$ cat src/rtl/sorted_merge_pkg.sv
// Shared configuration and state encoding for the sorted_merge block.
package sorted_merge_pkg;

  localparam int DATA_WIDTH = 8;
  localparam int NUM_DATA   = 8;
  localparam int CNT_W      = $clog2(NUM_DATA) + 1;
  localparam int OCNT_W     = $clog2(2 * NUM_DATA) + 1;

  typedef enum logic [2:0] {
    MERGE   = 3'd0,
    DRAIN_A = 3'd1,
    DRAIN_B = 3'd2,
    FLUSH   = 3'd3,
    DONE    = 3'd4
  } merge_state_t;

endpackage

$ cat src/rtl/sorted_merge_out_reg.sv
// Output register stage (merge_out_reg): holds m_valid/m_data/m_last and
// reports when the slot can accept a new word.
module sorted_merge_out_reg
  import sorted_merge_pkg::*;
#(
  parameter int DATA_WIDTH = sorted_merge_pkg::DATA_WIDTH
) (
  input  logic                  clk,
  input  logic                  rst,
  input  logic                  load,
  input  logic [DATA_WIDTH-1:0] load_data,
  input  logic                  load_last,
  input  logic                  m_ready,
  output logic                  slot_free,
  output logic                  m_valid,
  output logic [DATA_WIDTH-1:0] m_data,
  output logic                  m_last
);

  logic                  m_valid_q, m_valid_d;
  logic [DATA_WIDTH-1:0] m_data_q, m_data_d;
  logic                  m_last_q, m_last_d;

  assign slot_free = !m_valid_q || m_ready;

  always_comb begin
    m_valid_d = m_valid_q;
    m_data_d  = m_data_q;
    m_last_d  = m_last_q;
    if (slot_free) begin
      m_valid_d = load;
      m_last_d  = load && load_last;
      if (load) m_data_d = load_data;
    end
  end

  always_ff @(posedge clk) begin
    if (rst) begin
      m_valid_q <= 1'b0;
      m_data_q  <= '0;
      m_last_q  <= 1'b0;
    end else begin
      m_valid_q <= m_valid_d;
      m_data_q  <= m_data_d;
      m_last_q  <= m_last_d;
    end
  end

  assign m_valid = m_valid_q;
  assign m_data  = m_data_q;
  assign m_last  = m_last_q;

endmodule

$ cat src/rtl/sorted_merge.sv
// Streaming merge of two ascending frames into one ascending frame.
// Optional input-order checker enabled by MERGE_ORDER_CHECK_EN.
//
// state   | meaning
// MERGE   | both inputs live; take the smaller head (ties to A)
// DRAIN_A | B exhausted; pass remaining A words
// DRAIN_B | A exhausted; pass remaining B words
// FLUSH   | both exhausted; wait for the m_last handshake
// DONE    | one-cycle done pulse; counters cleared
module sorted_merge
  import sorted_merge_pkg::*;
#(
  parameter int DATA_WIDTH = sorted_merge_pkg::DATA_WIDTH,
  parameter int NUM_DATA   = sorted_merge_pkg::NUM_DATA
) (
  input  logic                  clk,
  input  logic                  rst,
  input  logic                  a_valid,
  input  logic [DATA_WIDTH-1:0] a_data,
  output logic                  a_ready,
  input  logic                  b_valid,
  input  logic [DATA_WIDTH-1:0] b_data,
  output logic                  b_ready,
  output logic                  m_valid,
  output logic [DATA_WIDTH-1:0] m_data,
  input  logic                  m_ready,
  output logic                  m_last,
  output logic                  done,
  output logic                  order_err
);

  localparam int LCNT_W  = $clog2(NUM_DATA) + 1;
  localparam int LOCNT_W = $clog2(2 * NUM_DATA) + 1;
  localparam logic [LCNT_W-1:0]  LAST_IN  = LCNT_W'(NUM_DATA - 1);
  localparam logic [LOCNT_W-1:0] LAST_OUT = LOCNT_W'(2 * NUM_DATA - 1);

  merge_state_t         state_q, state_d;
  logic [LCNT_W-1:0]    a_cnt_q, a_cnt_d, b_cnt_q, b_cnt_d;
  logic [LOCNT_W-1:0]   o_cnt_q, o_cnt_d;
  logic                 slot_free, a_hs, b_hs, load;

  always_comb begin
    a_ready = 1'b0;
    b_ready = 1'b0;
    case (state_q)
      MERGE: if (a_valid && b_valid && slot_free) begin
        if (a_data <= b_data) a_ready = 1'b1;
        else                  b_ready = 1'b1;
      end
      DRAIN_A: a_ready = slot_free;
      DRAIN_B: b_ready = slot_free;
      default: ;
    endcase
  end

  assign a_hs = a_valid && a_ready;
  assign b_hs = b_valid && b_ready;
  assign load = a_hs || b_hs;

  always_comb begin
    state_d = state_q;
    a_cnt_d = a_cnt_q;
    b_cnt_d = b_cnt_q;
    o_cnt_d = o_cnt_q;
    if (a_hs) begin
      a_cnt_d = a_cnt_q + LCNT_W'(1);
      if (a_cnt_q == LAST_IN) state_d = (state_q == MERGE) ? DRAIN_B : FLUSH;
    end
    if (b_hs) begin
      b_cnt_d = b_cnt_q + LCNT_W'(1);
      if (b_cnt_q == LAST_IN) state_d = (state_q == MERGE) ? DRAIN_A : FLUSH;
    end
    if (load) o_cnt_d = o_cnt_q + LOCNT_W'(1);
    case (state_q)
      FLUSH: if (m_valid && m_ready && m_last) state_d = DONE;
      DONE: begin
        a_cnt_d = '0;
        b_cnt_d = '0;
        o_cnt_d = '0;
        state_d = MERGE;
      end
      default: ;
    endcase
  end

  always_ff @(posedge clk) begin
    if (rst) begin
      state_q <= MERGE;
      a_cnt_q <= '0;
      b_cnt_q <= '0;
      o_cnt_q <= '0;
    end else begin
      state_q <= state_d;
      a_cnt_q <= a_cnt_d;
      b_cnt_q <= b_cnt_d;
      o_cnt_q <= o_cnt_d;
    end
  end

  assign done = (state_q == DONE);

  sorted_merge_out_reg #(.DATA_WIDTH(DATA_WIDTH)) u_out_reg (
    .clk       (clk),
    .rst       (rst),
    .load      (load),
    .load_data (a_hs ? a_data : b_data),
    .load_last (o_cnt_q == LAST_OUT),
    .m_ready   (m_ready),
    .slot_free (slot_free),
    .m_valid   (m_valid),
    .m_data    (m_data),
    .m_last    (m_last)
  );

`ifdef MERGE_ORDER_CHECK_EN
  logic [DATA_WIDTH-1:0] prev_a_q, prev_a_d, prev_b_q, prev_b_d;
  logic                  order_err_q, order_err_d;

  always_comb begin
    prev_a_d    = a_hs ? a_data : prev_a_q;
    prev_b_d    = b_hs ? b_data : prev_b_q;
    order_err_d = order_err_q
                | (a_hs && (a_cnt_q != '0) && (a_data < prev_a_q))
                | (b_hs && (b_cnt_q != '0) && (b_data < prev_b_q));
  end

  always_ff @(posedge clk) begin
    if (rst) begin
      prev_a_q    <= '0;
      prev_b_q    <= '0;
      order_err_q <= 1'b0;
    end else begin
      prev_a_q    <= prev_a_d;
      prev_b_q    <= prev_b_d;
      order_err_q <= order_err_d;
    end
  end

  assign order_err = order_err_q;
`else
  assign order_err = 1'b0;
`endif

endmodule
$ cat config.mk
export PLATFORM = sky130hd
export DESIGN_NAME = sorted_merge
export DESIGN_NICKNAME = d
export VERILOG_FILES = /design/src/rtl/sorted_merge_pkg.sv /design/src/rtl/sorted_merge_out_reg.sv /design/src/rtl/sorted_merge.sv
export SDC_FILE = /design/constraint.sdc
export NUM_CORES = 1
export LEC_CHECK = 0
export BUFFER_PORTS_ARGS = -buffer_cell sky130_fd_sc_hd__buf_2
export CAP_MARGIN = 15
export CORE_MARGIN = 4
export CORE_UTILIZATION = 53
export CTS_CLUSTER_DIAMETER = 120
export DETAILED_ROUTE_END_ITERATION = 10
export PLACE_DENSITY_LB_ADDON = 0.15
export SLEW_MARGIN = 10
export SYNTH_ARGS = -nofsm -noshare
export SYNTH_HDL_FRONTEND = slang
export SYNTH_SLANG_ARGS = --single-unit
export TNS_END_PERCENT = 30
$ cat constraint.sdc
create_clock -name clk -period 2.6 [get_ports clk]
set_input_delay 0.26 -clock clk [delete_from_list [all_inputs] [get_ports clk]]
set_output_delay 0.26 -clock clk [all_outputs]
set_load 0.05 [all_outputs]
# Word level (Yosys, flattened, before mapping)
# Cells that the tools add are included.
# totals
reg_bits,26
inputBits,21
out_inout_bits,14
word_cells,46
# op_classes
n_addsub,3
order_cmp,1
n_eq_ne,7
muxes,15
n_reduce_logical,13
# op_table
op,n
2-to-1 mux 3 bit,5
adder 4 x 1 -> 4 bit (second input constant),2
equality test 4 x 3 -> 1 bit (second input constant),2
less-or-equal comparator 8 bit,1
2-to-1 mux 8 bit,1
logical AND 1 bit,7
equality test 3 x 2 -> 1 bit (second input constant),2
case mux 3 bit (2 select lines),1
adder 5 x 1 -> 5 bit (second input constant),1
equality test 5 x 4 -> 1 bit (second input constant),1
2-to-1 mux 1 bit,5
case mux 1 bit (2 select lines),2
equality test 3 x 1 -> 1 bit (second input constant),1
equality test 3 bit (second input constant),1
logical NOT 3 bit,1
logical OR 1 bit,2
2-to-1 mux 2 bit,1
AND reduction 2 bit,1
OR reduction 2 bit,1
logical NOT 1 bit,1

# Longest topological paths before layout
# depth
depth_word,11
ltp_mapped,10
ltp_nobuf,8

# Modules after synthesis
# Synthesis repeated with hierarchy kept, for this count alone.
# unflattened
hier_cells,196
hier_area_um2,1695.4
# by_module_without_submodules
module,instances,cells_per_inst,area_each_um2,seq_area_each_um2
sorted_merge,1,151,1204.9,320.3
sorted_merge_out_reg,1,45,490.5,200.2

# Worst setup path after synthesis
# No wires, ideal clock.
# synth_path
kind,input port to output port
startpoint,input b_data[6]
endpoint,output b_ready
arrival_ns,2.673
required_ns,2.340
slack_ns,-0.333
path_stages,7
path_buffers,0
cell_sequence,inv_1 ha_1 and4_1 o2111ai_1 a31oi_2 nor2_1 nor4_1
# synth_between
elab_chain_len,4
# synth_lines
element,line_no,text
start: declaration,sorted_merge.sv:22,"input logic [DATA_WIDTH-1:0] b_data,"
less-or-equal comparator 8 bit,sorted_merge.sv:47,if (a_data <= b_data) a_ready = 1'b1;
2-to-1 mux 1 bit,sorted_merge.sv:47,
2-to-1 mux 1 bit,sorted_merge.sv:46,MERGE: if (a_valid && b_valid && slot_free) begin
case mux 1 bit (2 select lines),sorted_merge.sv:45,case (state_q)
end: declaration,sorted_merge.sv:23,"output logic b_ready,"
# No other way between the ends.

# Worst setup path after layout
# layout_path
startpoint,register state_q[2]
endpoint,output b_ready
# layout_between
elab_chain_len,2
elab_cells_between_ends,3
cone_classes,eq/ne: 1; mux: 1; reduce/logical: 1
# layout_lines
element,line_no,text
start: declaration,sorted_merge.sv:37,"merge_state_t state_q, state_d;"
start signal: assignment,sorted_merge.sv:93,state_q <= state_d;
equality test 3 x 2 -> 1 bit or logical NOT 3 bit (tied branches),sorted_merge.sv:45,
case mux 1 bit (2 select lines) (*),sorted_merge.sv:45,
# Mark *: on every way between the ends. The rest lies on a longest branch, timed or not.

==> tab_implementation.tex <==
\begin{tabular}{lr}
\hline
Metric & Value \\
\hline
\multicolumn{2}{l}{\textbf{Worst setup path}} \\
\quad Maximum fanout along the worst path & 8 \\
\quad Reg-to-Reg Start & state\_q[2]\$\_SDFF\_PP0\_ \\
\quad Required time of the critical path & 2340 ps \\
\quad Slowest CP cell & sky130\_fd\_sc\_hd\_\_dfxtp\_1 \\
\quad Setup crit start kind & flop \\
\quad Reg2Reg Depth & 6 \\
\quad Critical path cell sequence & nand4bb\_4, o21bai\_1, a31oi\_2, nor2\_1, nor4\_2, buf\_2 \\
\quad Critical Path AT & 1920 ps \\
\quad Crit-path max cell delay & 410 ps \\
\quad Endpoint class of the critical path & output port \\
\quad Terminus of the critical flop-to-flop path & u\_out\_reg.m\_data[1]\$\_SDFFE\_PP0P\_ \\
\quad Slack of the worst reg-to-reg path & 430 ps \\
\quad Type of the worst setup path & reg -> out \\
\multicolumn{2}{l}{\textbf{Synthesis}} \\
\quad Sequential share of the synthesized area & 34.1\% \\
\quad FF+latch count, synth & 26 \\
\quad Commonest register cell after synthesis & sky130\_fd\_sc\_hd\_\_dfxtp\_1 \\
\quad Cells after Synth & 181 \\
\quad Syn nets & 214 \\
\quad Post-synth EDFFs & 0 \\
\quad Unique cell type count in the Yosys netlist & 47 \\
\quad Total of warnings raised by yosys & 0 \\
\quad Syn Std Cell Area & 0.00153 sq mm \\
\quad Avg Inst Size Synth & 8.44 sq um \\
\quad Post-synth ARST share & 0\% \\
\multicolumn{2}{l}{\textbf{STA}} \\
\quad Peak clock frequency supported by timing & 459 MHz \\
\quad Clk\_skew & 12.3 ps \\
\quad Fin crit share & 83.8\% \\
\quad Total setup violations reported at the end of the flow & 0 \\
\quad Final worst slack & 421 ps \\
\quad Count of final hold-check violations & 0 \\
\quad Slew of the pin with the lowest slew margin & 789 ps \\
\quad Relative slew margins & 47.4\% \\
\quad Setup repair after global routing missed its margin & false \\
\quad Final total negative setup slack & 0 ps \\
\quad Number of max-slew violations in the final report & 0 \\
\quad Final worst path period need & 2180 ps \\
\multicolumn{2}{l}{\textbf{Drt}} \\
\quad Via count normalized by instance count & 5.74 \\
\quad Final wirelength & 3.32 mm \\
\quad Drc violations & 0 \\
\quad Number of nets with antenna violations after detailed routing & 0 \\
\quad DRC violation total after the first TritonRoute iteration & 74 \\
\quad Total via count after detailed routing & 1378 \\
\quad Length of the first detailed-routing pass in iterations & 4 \\
\quad Average wire length per cell after detail routing & 13.9 um \\
\multicolumn{2}{l}{\textbf{CTS}} \\
\quad Number of buffers inserted to repair setup after CTS & 0 \\
\quad Clock insertion delay at the later pin of the skew report & 330 ps \\
\quad CTS tree & yes \\
\quad Post-CTS resize count & 0 \\
\quad Sinks on the clock net & 26 \\
\quad Clk Tree Root Cell & sky130\_fd\_sc\_hd\_\_clkbuf\_4 \\
\quad Total of hold buffers inserted after clock tree synthesis & 0 \\
\quad Buffer depth of the longest clock path & 2 \\
\quad Clock transition at the register clock pins on the worst setup and hold paths after CTS & 140 ps \\
\quad Maximum level of the CTS H-tree & 1 \\
\quad Total CTS buffers & 3 \\
\multicolumn{2}{l}{\textbf{Global routing}} \\
\quad Global-route wire length before repair & 5.51 mm \\
\quad Vias in the first global route & 1275 \\
\quad Global router's overall resource usage & 19.4\% \\
\quad Sum of overflow across all layers after global routing & 0 \\
\quad Maximum number of pins on one net before global-route repair & 22 \\
\quad Initial antenna violation count & 0 \\
\multicolumn{2}{l}{\textbf{Floorplan}} \\
\quad Height of the chip & 61.7 um \\
\quad Die X & 61.7 um \\
\quad Placement row count & 19 \\
\quad Die area & 0.00381 sq mm \\
\quad Number of ports placed on the die boundary & 35 \\
\quad Starting Density & 55.4\% \\
\quad Std-Cell Core Area & 0.00276 sq mm \\
\multicolumn{2}{l}{\textbf{Outcome}} \\
\quad Outcome & complete, no violations \\
\multicolumn{2}{l}{\textbf{Hold path}} \\
\quad Sink of the worst hold path & u\_out\_reg.m\_data[3]\$\_SDFFE\_PP0P\_ \\
\quad Number of cells on the worst hold path & 3 \\
\quad Hold Crit Class & in -> reg \\
\quad Launch point of the worst hold path & b\_data[3] \\
\multicolumn{2}{l}{\textbf{Place}} \\
\quad Worst slack, placed & 117 ps \\
\quad Number of port buffers & 33 \\
\quad Sum of net half-perimeters after detailed placement & 2.59 mm \\
\quad Total cell area at the placement stage & 0.00168 sq mm \\
\quad RePlAce Congestion & 0.779 \\
\multicolumn{2}{l}{\textbf{Power}} \\
\quad Pwr per Cell Area & 459 mW/mm\^{}2 \\
\quad Static power due to leakage & 0.759 nW \\
\quad Worst voltage drop across the vdd grid & 0.000306 V \\
\multicolumn{2}{l}{\textbf{Finish}} \\
\quad Final standard cell area without fillers & 0.00170 sq mm \\
\quad Antenna fix cells & 0 \\
\quad Share of layout cells above drive strength 1 & 23.4\% \\
\quad Area delta synth->final & 11.5\% \\
\quad Number of nets at the end of the flow & 244 \\
\multicolumn{2}{l}{\textbf{Run}} \\
\quad Max\_cap viols & 0 \\
\hline
\end{tabular}
==> kinds of logic (layout without fill, tap and decap cells) <==
| kind of cell | count (synthesis) | count (layout) | synth area share, % |
|---|---|---|---|
| AO/OA/AOI/OAI | 39 | 39 | 19.7 |
| AND/OR/NAND/NOR | 75 | 75 | 24.8 |
| other | 1 | 1 | 0.245 |
| adder cells (fa/ha/maj) | 12 | 12 | 9.83 |
| flip-flops | 26 | 26 | 34.1 |
| multiplexers | 3 | 3 | 1.97 |
| XOR/XNOR | 3 | 3 | 1.72 |
| buffers and inverters | 22 | 50 | 7.62 |
==> area by class of cell <==
class | count | area [sq um]
inverters | 12 | 45.0
flip-flops and latches | 26 | 520
repair buffers | 35 | 180
fillers | 265 | 1050
clock buffers | 3 | 22.5
well taps | 31 | 38.8
multi-input cells | 133 | 897
==> per-stage QoR <==
step / hold slack (ps) / power [mW] / utilization, % / cells
after floorplan: 332 / 0.574 / - / 181
after detailed placement: 452 / 0.621 / 61.0 / 237
after global routing: 195 / 0.828 / 61.8 / 240
after global placement: 443 / 0.617 / 61.0 / 237
after CTS: 175 / 0.794 / 61.8 / 240
final: 186 / 0.782 / 61.8 / 240
==> Yosys cell counts (all sizes together), types with 2 or more instances <==
cell type	n	share of area, %
nand2	29	7.6
dfxtp	26	34
nor2	18	4.4
ha	12	9.8
inv	12	2.9
buf	9	4.4
o21ai	9	3.2
a311oi	8	5.8
a21oi	7	2.3
nand4	6	2.5
nor3	5	1.6
mux2i	3	2.0
xnor2	3	1.7
a21boi	2	0.98
a41oi	2	1.1
nand2b	2	0.82
nand3	2	0.66
nor2b	2	0.82
o211ai	2	0.98
or3	2	0.82
==> state kept, by name, indices dropped and copies added, names as in the netlist <==
name               cells
a_cnt_q                4
b_cnt_q                4
o_cnt_q                5
state_q                3
u_out_reg.m_data       8
u_out_reg.m_last       1
u_out_reg.m_valid      1
==> placed cells by master (no fill, tap or decap), types with 5 or more instances in the layout <==
cell type                  count
sky130_fd_sc_hd__nor2_1       18
sky130_fd_sc_hd__ha_1         12
sky130_fd_sc_hd__inv_1        12
sky130_fd_sc_hd__a21oi_1       7
sky130_fd_sc_hd__nand2_1      26
sky130_fd_sc_hd__nor3_1        5
sky130_fd_sc_hd__a311oi_1      5
sky130_fd_sc_hd__o21ai_0       8
sky130_fd_sc_hd__dfxtp_1      26
sky130_fd_sc_hd__buf_2        33
sky130_fd_sc_hd__nand4_1       6
==> power by group <==
part	leakage [nW]	internal, mW	total, mW	switching (mW)
clock	0.0138	0.0544	0.172	0.117
sequential	0.211	0.416	0.427	0.0105
combinational	0.533	0.0606	0.184	0.123
total	0.759	0.531	0.782	0.251
==> layer usage <==
metal	track usage, %	part of all wire (%)
met5	0	0
met1	22.1	43
met4	7.58	1.6
met3	2.89	4.8
met2	35.9	51
==> how the worst max path moves through the flow <==
stage	start	end	slack (ps)
floorplan	state_q[1]$_SDFF_PP0_	o_cnt_q[3]$_SDFFE_PP0N_	50
global placement	b_data[6]	o_cnt_q[2]$_SDFFE_PP0N_	190
detailed placement	b_data[5]	u_out_reg.m_data[2]$_SDFFE_PP0P_	120
CTS	state_q[2]$_SDFF_PP0_	b_ready	410
global route	state_q[0]$_SDFF_PP0_	o_cnt_q[0]$_SDFFE_PP0N_	230
finish	state_q[2]$_SDFF_PP0_	b_ready	420
==> worst max-delay path, delay by kind of cell, from the launching register on <==
| family | cells | cell delay (ps) |
|---|---|---|
| flip-flops | 1 | 410 |
| AND/OR/NAND/NOR | 3 | 500 |
| AO/OA/AOI/OAI | 2 | 390 |
| buffers and inverters | 1 | 300 |
Power figures use the tool's default switching activity.
